$ cat config.mk
export PLATFORM = sky130hd
export DESIGN_NAME = lighting_actuator
export DESIGN_NICKNAME = d
export VERILOG_FILES = /design/src/rtl/lighting_actuator.sv
export SDC_FILE = /design/constraint.sdc
export NUM_CORES = 1
export LEC_CHECK = 0
export CORE_ASPECT_RATIO = 0.5
export CORE_UTILIZATION = 32
export CTS_BUF_LIST = sky130_fd_sc_hd__clkbuf_4 sky130_fd_sc_hd__clkbuf_8
export CTS_CLUSTER_SIZE = 16
export DETAILED_ROUTE_END_ITERATION = 6
export GPL_ROUTABILITY_DRIVEN = 0
export PLACE_DENSITY = 0.51
export SLEW_MARGIN = 20
export SYNTH_ARGS = -nofsm -noshare
export SYNTH_HDL_FRONTEND = slang
export SYNTH_SLANG_ARGS = --single-unit
$ cat constraint.sdc
create_clock -name clk -period 7.15 [get_ports clk]
set_input_delay 2.145 -clock clk [delete_from_list [all_inputs] [get_ports clk]]
set_output_delay 2.145 -clock clk [all_outputs]
set_load 0.02 [all_outputs]
$ cat src/rtl/lighting_actuator.sv
// Lighting output driver: sequences lamp toggles with a fixed spacing to limit
// inrush, and steps the window-shade motor one level per period toward its target.
module lighting_actuator #(
    parameter int LAMP_GAP       = 4,
    parameter int SHADE_STEP_CYC = 8,
    parameter int SHADE_MAX      = 15
) (
    input  logic        clk,
    input  logic        rst_n,
    input  logic        upd_valid,
    output logic        upd_ready,
    input  logic [15:0] tgt_lightstate,
    input  logic [3:0]  tgt_wshade,
    output logic [15:0] lamp_out,
    output logic [4:0]  lamp_on_cnt,
    output logic [3:0]  shade_pos,
    output logic        shade_step,
    output logic        shade_dir,
    output logic        busy,
    output logic        done
);

    localparam int LCW = $clog2(LAMP_GAP + 1);
    localparam int SCW = $clog2(SHADE_STEP_CYC + 1);
    localparam logic [LCW-1:0] GAP_LAST  = LCW'(LAMP_GAP - 1);
    localparam logic [SCW-1:0] STEP_LAST = SCW'(SHADE_STEP_CYC - 1);
    localparam logic [3:0]     SMAX      = 4'(SHADE_MAX);

    typedef enum logic [1:0] {L_IDLE, L_RUN, L_WAIT} lamp_state_t;
    typedef enum logic       {S_IDLE, S_MOVE}        shade_state_t;

    typedef struct packed {
        logic [15:0] lamp;
        logic [3:0]  shade;
    } target_t;

    lamp_state_t    lamp_state;
    shade_state_t   shade_state;
    target_t        tgt;
    logic [LCW-1:0] gap_cnt;
    logic [SCW-1:0] step_cnt;

    logic           accept;
    logic [3:0]     shade_clamped;
    logic [15:0]    pend_off;
    logic [15:0]    pend_on;
    logic [15:0]    pend_sel;
    logic [15:0]    lamp_pick;
    logic [15:0]    lamp_toggled;
    logic           lamp_fin;
    logic [3:0]     pos_stepped;
    logic           shade_hit;
    logic           lamp_active_nxt;
    logic           shade_active_nxt;
    logic           busy_nxt;

    assign accept        = upd_valid & upd_ready;
    assign shade_clamped = ({1'b0, tgt_wshade} > 5'(SHADE_MAX)) ? SMAX : tgt_wshade;

    // Turn-offs drain before any turn-on so the lit count never overshoots.
    assign pend_off     = lamp_out & ~tgt.lamp;
    assign pend_on      = ~lamp_out & tgt.lamp;
    assign pend_sel     = (pend_off != 16'd0) ? pend_off : pend_on;
    assign lamp_pick    = pend_sel & (~pend_sel + 16'd1);
    assign lamp_toggled = lamp_out ^ lamp_pick;
    assign lamp_fin     = (lamp_state == L_RUN) && (lamp_toggled == tgt.lamp);

    assign pos_stepped  = shade_dir ? shade_pos + 4'd1 : shade_pos - 4'd1;
    assign shade_hit    = (shade_state == S_MOVE) && (step_cnt == STEP_LAST)
                          && (pos_stepped == tgt.shade);

    // Engines only ever start from idle, so on accept the next activity is
    // decided purely by whether the new targets differ from the present state.
    assign lamp_active_nxt  = accept ? (tgt_lightstate != lamp_out)
                                     : ((lamp_state != L_IDLE) && !lamp_fin);
    assign shade_active_nxt = accept ? (shade_clamped != shade_pos)
                                     : ((shade_state == S_MOVE) && !shade_hit);
    assign busy_nxt         = accept | lamp_active_nxt | shade_active_nxt;

    always_comb begin
        lamp_on_cnt = 5'd0;
        for (int i = 0; i < 16; i++)
            lamp_on_cnt = lamp_on_cnt + {4'd0, lamp_out[i]};
    end

    always_ff @(posedge clk or negedge rst_n) begin
        if (!rst_n) begin
            lamp_state  <= L_IDLE;
            shade_state <= S_IDLE;
            tgt         <= '0;
            gap_cnt     <= '0;
            step_cnt    <= '0;
            lamp_out    <= 16'd0;
            shade_pos   <= 4'd0;
            shade_step  <= 1'b0;
            shade_dir   <= 1'b0;
            busy        <= 1'b0;
            done        <= 1'b0;
            upd_ready   <= 1'b0;
        end else begin
            busy       <= busy_nxt;
            done       <= busy & ~busy_nxt;
            upd_ready  <= ~busy_nxt;
            shade_step <= 1'b0;

            if (accept) begin
                tgt.lamp   <= tgt_lightstate;
                tgt.shade  <= shade_clamped;
                gap_cnt    <= '0;
                step_cnt   <= '0;
                lamp_state <= (tgt_lightstate != lamp_out) ? L_RUN : L_IDLE;
                if (shade_clamped != shade_pos) begin
                    shade_state <= S_MOVE;
                    shade_dir   <= (shade_clamped > shade_pos);
                end else begin
                    shade_state <= S_IDLE;
                end
            end else begin
                case (lamp_state)
                    L_RUN: begin
                        lamp_out <= lamp_toggled;
                        if (lamp_fin)
                            lamp_state <= L_IDLE;
                        else if (LAMP_GAP == 1)
                            lamp_state <= L_RUN;
                        else begin
                            lamp_state <= L_WAIT;
                            gap_cnt    <= LCW'(1);
                        end
                    end
                    L_WAIT: begin
                        if (gap_cnt == GAP_LAST)
                            lamp_state <= L_RUN;
                        else
                            gap_cnt <= gap_cnt + LCW'(1);
                    end
                    default: lamp_state <= L_IDLE;
                endcase

                if (shade_state == S_MOVE) begin
                    if (step_cnt == STEP_LAST) begin
                        step_cnt   <= '0;
                        shade_step <= 1'b1;
                        shade_pos  <= pos_stepped;
                        if (pos_stepped == tgt.shade)
                            shade_state <= S_IDLE;
                    end else begin
                        step_cnt <= step_cnt + SCW'(1);
                    end
                end
            end
        end
    end

endmodule
==> results of run 1 <==
-- logic make-up (layout without fill, tap and decap cells) --
group | after synthesis | count (layout)
mux | 5 | 5
buf+inv | 48 | 101
xor+xnor | 32 | 32
flops | 55 | 55
compound gates | 96 | 96
fa+ha+maj | 28 | 28
simple gates | 228 | 228
-- synthesized netlist by cell type (3+ instances only) --
cell,count,area [µm²]
nand2_1,95,356.6
dfrtp_1,55,1376
inv_1,37,138.9
nor2_1,33,123.9
o21ai_0,26,130.1
xnor2_1,22,192.7
a21oi_1,19,95.09
ha_1,17,212.7
nand2b_1,17,106.4
nor3_1,15,75.07
nand3_1,13,65.06
nand4_1,12,75.07
nor2b_1,12,75.07
fa_1,11,220.2
xor2_1,10,87.58
a31oi_1,9,56.30
nor4_1,8,50.05
clkbuf_1,5,18.77
mux2i_1,5,50.05
o22a_1,5,43.79
and2_1,4,25.02
or3_1,4,25.02
a211oi_1,3,22.52
buf_1,3,11.26
o211ai_1,3,22.52
-- registers in the layout, summed over array words and instances (netlist names) --
| signal | flops |
|---|---|
| lamp_state | 2 |
| tgt | 20 |
| upd_ready | 1 |
| busy | 1 |
| shade_step | 1 |
| done | 1 |
| shade_dir | 1 |
| gap_cnt | 3 |
| shade_state | 1 |
| step_cnt | 4 |
| shade_pos | 4 |
| lamp_out | 16 |
-- worst paths after layout --
kind / from / endpoint / slack (ps)
max: lamp_out[0]$_DFFE_PN0P_ / lamp_on_cnt[4] / 530
max reg2reg: lamp_out[1]$_DFFE_PN0P_ / done$_DFF_PN0_ / 3340
max in group asynchronous: rst_n / lamp_out[5]$_DFFE_PN0P_ / 4700
min in group asynchronous: rst_n / shade_step$_DFF_PN0_ / 1930
min: tgt[2]$_DFFE_PN0P_ / tgt[2]$_DFFE_PN0P_ / 510
min reg2reg: tgt[2]$_DFFE_PN0P_ / tgt[2]$_DFFE_PN0P_ / 510
-- per-stage QoR --
| step | hold slack, ps | setup slack, ps | total power, mW | std cells | area, µm² |
|---|---|---|---|---|---|
| after floorplan | 465.2 | 1429 | 1.901 | 492 | 4136 |
| after detailed placement | 484.4 | 863.1 | 2.589 | 702 | 4843 |
| after global placement | 481.9 | 948.2 | 2.558 | 702 | 4843 |
| after CTS | 514.1 | 512.6 | 2.807 | 710 | 4946 |
| final | 508.3 | 527.3 | 2.799 | 710 | 4946 |
| after global routing | 523.1 | 341.0 | 3.036 | 710 | 4946 |
-- metal layers --
| layer | vias to the layer above | wire, µm | global-route usage |
|---|---|---|---|
| li1 | 1816 | - | - |
| met1 | 1785 | 6259 | 0.2762 |
| met2 | 107 | 5014 | 0.2919 |
| met3 | 15 | 624 | 0.03197 |
| met4 | 0 | 172 | 0.05234 |
| met5 | - | 0 | 0 |
-- worst reg2reg max path: stages, from the launching register on --
cell       delay (ps)
dfrtp_1           500
xor2_1            230
nor4_4            530
nand4_1           170
a21oi_1           630
o21ai_0           250
a2111oi_2         480
nand4_1           310
nor3_1            430
o2111a_1          230
-- cell type report --
| class | count | area [µm²] |
|---|---|---|
| clock buffer | 6 | 82.58 |
| clock inverter | 2 | 20.02 |
| fill | 1253 | 7246 |
| inverter | 37 | 138.9 |
| multi-input combinational | 389 | 2576 |
| sequential | 55 | 1376 |
| tap | 165 | 206.4 |
| timing repair buffer | 56 | 545.5 |
-- power groups by stage --
stage | sequential (mW) | combinational, mW | clock [mW]
6_report | 0.611 | 1.98 | 0.209
5_1_grt | 0.637 | 2.17 | 0.227
4_1_cts | 0.609 | 1.98 | 0.214
3_5_place_dp | 0.612 | 1.98 | 0
3_3_place_gp | 0.611 | 1.95 | 0
2_1_floorplan | 0.624 | 1.28 | 0
==> out/results.txt, run 1 <==
Req. time, crit path: 5010 ps
Peak VDD IR: 0.8157 mV
maximum number of pins on one net before global-route repair: 56
Layout area overhead: 19.57%
hold_buf cts: 0
CTS root buffer: clkbuf_8
die height: 82.40 µm
Final nets: 595
antenna cells: 0
Hold Fails Final Rpt: 0
Lkg Pwr: 2.100 nW
Via density: 5.244
Vias: 3723
max capacitance violation total: 0
Post CTS Setup Buffer Count: 0
status: completed
crit path DAT: 4480 ps
Synth Area in Adders: 0.1047
Tcrit/Tclk final: 0.9263
critical path, cell by cell: fa_1 > inv_1 > fa_1 > fa_1 > fa_1 > inv_1 > ha_1 > inv_1 > fa_1 > nor2b_1 > o21a_1 > clkdlybuf4s50_1
Post-DP HPWL: 8.971 mm
CTS tree: done
post-synthesis compound-gate area fraction: 0.1664
Core ar.: 0.01219 mm²
Std-Cell Rows: 28
post-synthesis simple-gate area fraction: 0.2719
crit-path max cell delay: 620 ps
Max FO, Critical Path: 9
multiplexer share of the synthesized area: 0.01210
initial antenna violation count: 0
Sw Pwr: 1.422 mW
GRT Overall Usage: 0.1906
commonest non-fill, non-tap cells in the layout: nand2_1, dfrtp_1, clkdlybuf4s50_1
Clk network pwr share: 0.075
starting density of the core: 0.3393
final setup skew: 14.92 ps
# clock sinks: 55
combinational family with the most area after synthesis: simple AND/OR/NAND/NOR gates
Port Buffers: 52
CP endpoint kind: output port
Levels on crit path: 12
share of cells above drive strength 1: 0.04954
CP max-delay cell: fa_1
Finished Core Util: 0.4057
maximum clock rate: 151.0 MHz
Synth cell types: 63
CTS max path bufs: 2
EDFF count, synth: 0
Max Slew Vio Count: 0
Hold Path Class: reg -> reg
total internal power: 1.377 mW
CP top delay family: adder cells
commonest non-fill, non-tap cell in the layout: nand2_1
Post-CTS Resized: 0
global-route wire length before repair: 19.31 mm
Worst Path Buf+Inv: 4
Synth Instances: 492
area of the die: 0.01341 mm²
drt drc: 0
post-synthesis sequential area ratio: 0.3327
Worst-Margin Slew: 876.9 ps
Reg clk slew, reported paths: 110 ps
Setup TNS: 0 ps
boundary pin count: 53
chip width: 162.8 µm
DRT Wirelength: 12.07 mm
hold-critical path depth: 2
drt pass-1 iters: 4
register bit total from synthesis: 55
crit-path most repeated cell: fa_1
asr flop ratio synth: 1.000
Ys Warns: 0
post-route ant nets: 0
critical path class: reg -> out
post-synthesis xor/xnor area fraction: 0.06776
syn nets: 543
Flop pwr share: 0.218
top_reg_cell synth: dfrtp_1
GR Overflow Total: 0
TritonCTS Buffers: 5
switching share of total power: 0.5080
Comb power frac: 0.707
worst skew pair latency: 340 ps
power density cells: 565.9 mW/mm²
min Tclk post-route: 6623 ps
DRT iter0 DRCs: 249
RSZ-0062 raised after global routing: false
WL per Instance: 17.00 µm
Slew headroom: 0.4132
cell depth of the worst flop-to-flop path: 9
critical path launch point type: flop
syn_area_per_cell: 8.407 µm²
Final setup viols: 0
CTS H-Tree Depth: 2
mapped cell area: 0.004136 mm²
vias in the first global route: 3477
Power figures use the tool's default switching activity.
==> run 2: changes to the inputs <==
- CORE_MARGIN: default -> 2
- SLEW_MARGIN: 20 -> default
==> run 2 against run 1 <==
  * Wire length fell by 0.26%
  * Fmax increased by 0.38%
  * Core utilization is 1.4 points lower
  * Flip-flop and latch count stayed put
  * Via count fell by 0.99%
  * Worst setup slack better by 25 ps
  * Combinational power hardly changed
  * Global-route usage is 1.2 points lower
  * Power down 1.0%
  * Non-clock buffer count stayed put
  * Final area barely moved
  * Critical endpoint unchanged
  * Largest power group unchanged
==> out/results.txt, run 2 (same netlist as run 1, synthesis figures left out) <==
register area: 0.001376 mm² (unchanged)
Largest register FFs: 20 (unchanged)
RSZ-0062 raised after global routing: false
Worst-Margin Slew: 905.7 ps (+28.73 ps)
maximum clock rate: 151.6 MHz (+0.38%)
CTS max path bufs: 2 (unchanged)
Core ar.: 0.01263 mm² (+3.6%)
DRT Wirelength: 12.04 mm (-0.26%)
Lkg Pwr: 2.098 nW (about the same)
GRT busiest layer: met1
Post-DP HPWL: 9.014 mm (+0.48%)
Layout area overhead: 19.66% (about the same)
Req. time, crit path: 5010 ps (about the same)
critical path launch point type: flop
reg-to-reg endpoint: busy$_DFF_PN0_
Via density: 5.155 (-1.7%)
status: completed
met3 usage: 0.03409 (+0.002123)
Setup TNS: 0 ps (unchanged)
commonest non-fill, non-tap cells in the layout: nand2_1, dfrtp_1, clkdlybuf4s50_1
global-route wire length before repair: 19.24 mm (-0.32%)
fill count: 1314 (+4.9%)
CTS H-Tree Depth: 2 (unchanged)
share of cells above drive strength 1: 0.04954 (unchanged)
reg-to-reg critical path startpoint: lamp_out[1]$_DFFE_PN0P_
WHS Endpoint: tgt[3]$_DFFE_PN0P_
GR Overflow Total: 0 (unchanged)
critical path class: reg -> out
CTS tree: done
drt drc: 0 (unchanged)
worst setup path start: lamp_out[0]$_DFFE_PN0P_
Hold Path Class: reg -> reg
GRT met2 Usage: 0.2613 (-0.03060)
Std-Cell Rows: 29 (+3.6%)
Flop pwr share: 0.220 (+0.002)
crit-path max cell delay: 610 ps (about the same)
switching share of total power: 0.5083 (about the same)
Max Slew Vio Count: 0 (unchanged)
starting density of the core: 0.3276 (-0.01170)
Vias: 3686 (-0.99%)
area of the die: 0.01391 mm² (+3.7%)
crit path DAT: 4450 ps (-30 ps)
vias in the first global route: 3550 (+2.1%)
Reg clk slew, reported paths: 130 ps (+20 ps)
drt pass-1 iters: 4 (unchanged)
CP max-delay cell: fa_1
DRT iter0 DRCs: 241 (-3.2%)
Slew headroom: 0.3940 (-0.01922)
initial antenna violation count: 0 (unchanged)
WL per Instance: 16.84 µm (-0.95%)
CP endpoint kind: output port
Sw Pwr: 1.408 mW (-0.99%)
final setup skew: 16.37 ps (+1.445 ps)
post-route ant nets: 0 (unchanged)
Final setup viols: 0 (unchanged)
Comb power frac: 0.704 (-0.003)
commonest non-fill, non-tap cell in the layout: nand2_1
die height: 84.40 µm (+2.4%)
antenna cells: 0 (unchanged)
multi-input logic area: 0.002576 mm² (unchanged)
hold_buf cts: 0 (unchanged)
Tcrit/Tclk final: 0.9227 (-0.003512)
critical path, cell by cell: fa_1 > inv_1 > fa_1 > fa_1 > fa_1 > inv_1 > ha_1 > inv_1 > fa_1 > nor2b_1 > o21a_1 > clkdlybuf4s50_1
met1 GRT Util: 0.2714 (-0.004845)
hold-critical path depth: 2 (unchanged)
total power: 2.770 mW (-1.0%)
worst skew pair latency: 340 ps (about the same)
Final nets: 595 (unchanged)
Hold Fails Final Rpt: 0 (unchanged)
TritonCTS Buffers: 5 (unchanged)
Post CTS Setup Buffer Count: 0 (unchanged)
cell depth of the worst flop-to-flop path: 9 (unchanged)
Clk network pwr share: 0.075 (about the same)
maximum number of pins on one net before global-route repair: 56 (unchanged)
Top Registers: tgt (20), lamp_out (16)
CTS root buffer: clkbuf_8
boundary pin count: 53 (unchanged)
min Tclk post-route: 6598 ps (-25.11 ps)
Worst R2R Setup Slack: 3260 ps (-80 ps)
hold_sp: tgt[3]$_DFFE_PN0P_
Peak VDD IR: 1.155 mV (+42%)
Largest Register: tgt
GRT Overall Usage: 0.1781 (-0.01244)
total internal power: 1.362 mW (-1.1%)
Port Buffers: 52 (unchanged)
power density cells: 559.6 mW/mm² (-1.1%)
# clock sinks: 55 (unchanged)
Max FO, Critical Path: 9 (unchanged)
max capacitance violation total: 0 (unchanged)
chip width: 164.8 µm (+1.2%)
crit-path most repeated cell: fa_1
Post-CTS Resized: 0 (unchanged)
==> run 2: cell count changes in the layout (fill, tap and decap cells not counted) <==
cell	previous run	this run
clkbuf_8	6	5
inv_8	1	2
==> run 2: area by class of cell <==
class | instances | share of cell area
Timing Repair Buffer | 56 | 0.1102
Clock inverter | 3 | 0.006320
Clock buffer | 5 | 0.01390
Multi-Input combinational cell | 389 | 0.5205
Tap cell | 170 | 0.04297
Inverter | 37 | 0.02806
Sequential cell | 55 | 0.2781
==> run 2: power by group through the flow <==
stage	Combinational [mW]	Sequential [mW]	Clock, mW
after floorplan	1.28	0.624	0
after global placement	1.95	0.611	0
after detailed placement	1.95	0.612	0
after CTS	1.97	0.607	0.215
after global routing	2.18	0.635	0.229
final	1.95	0.610	0.209
==> run 2: worst max-delay path by stage <==
stage	to	slack, ps	cells after the start
after floorplan	lamp_on_cnt[2]	1430	10
after global placement	lamp_on_cnt[4]	950	12
after detailed placement	lamp_on_cnt[4]	890	12
after CTS	lamp_on_cnt[4]	510	12
after global routing	lamp_on_cnt[4]	350	12
final	lamp_on_cnt[4]	550	12
==> run 2: critical path, delay by kind of cell, from the launching register on <==
kind	cells	cell delay, ps
adders and majority gates	6	2570
AOI/OAI and AO/OA	1	110
and+or+nand+nor	1	120
DFF	1	510
buffers and inverters	4	790
==> run 2: per-layer routing <==
layer  up-vias  share of wire
met4         0          0.010
met3        12          0.041
met5         -              0
li1       1822              -
met2       100           0.42
met1      1752           0.53
==> run 2: per-stage QoR <==
step | setup slack [ps] | std cells | hold slack, ps | instance area (µm²) | util
6_report | 552.4 | 715 | 522.1 | 4950 | 0.3920
4_1_cts | 506.4 | 715 | 522.9 | 4950 | 0.3920
5_1_grt | 354.5 | 715 | 567.8 | 4950 | 0.3920
2_1_floorplan | 1429 | 492 | 465.2 | 4136 | -
3_3_place_gp | 946.4 | 707 | 484.6 | 4850 | 0.3841
3_5_place_dp | 891.5 | 707 | 490.2 | 4850 | 0.3841
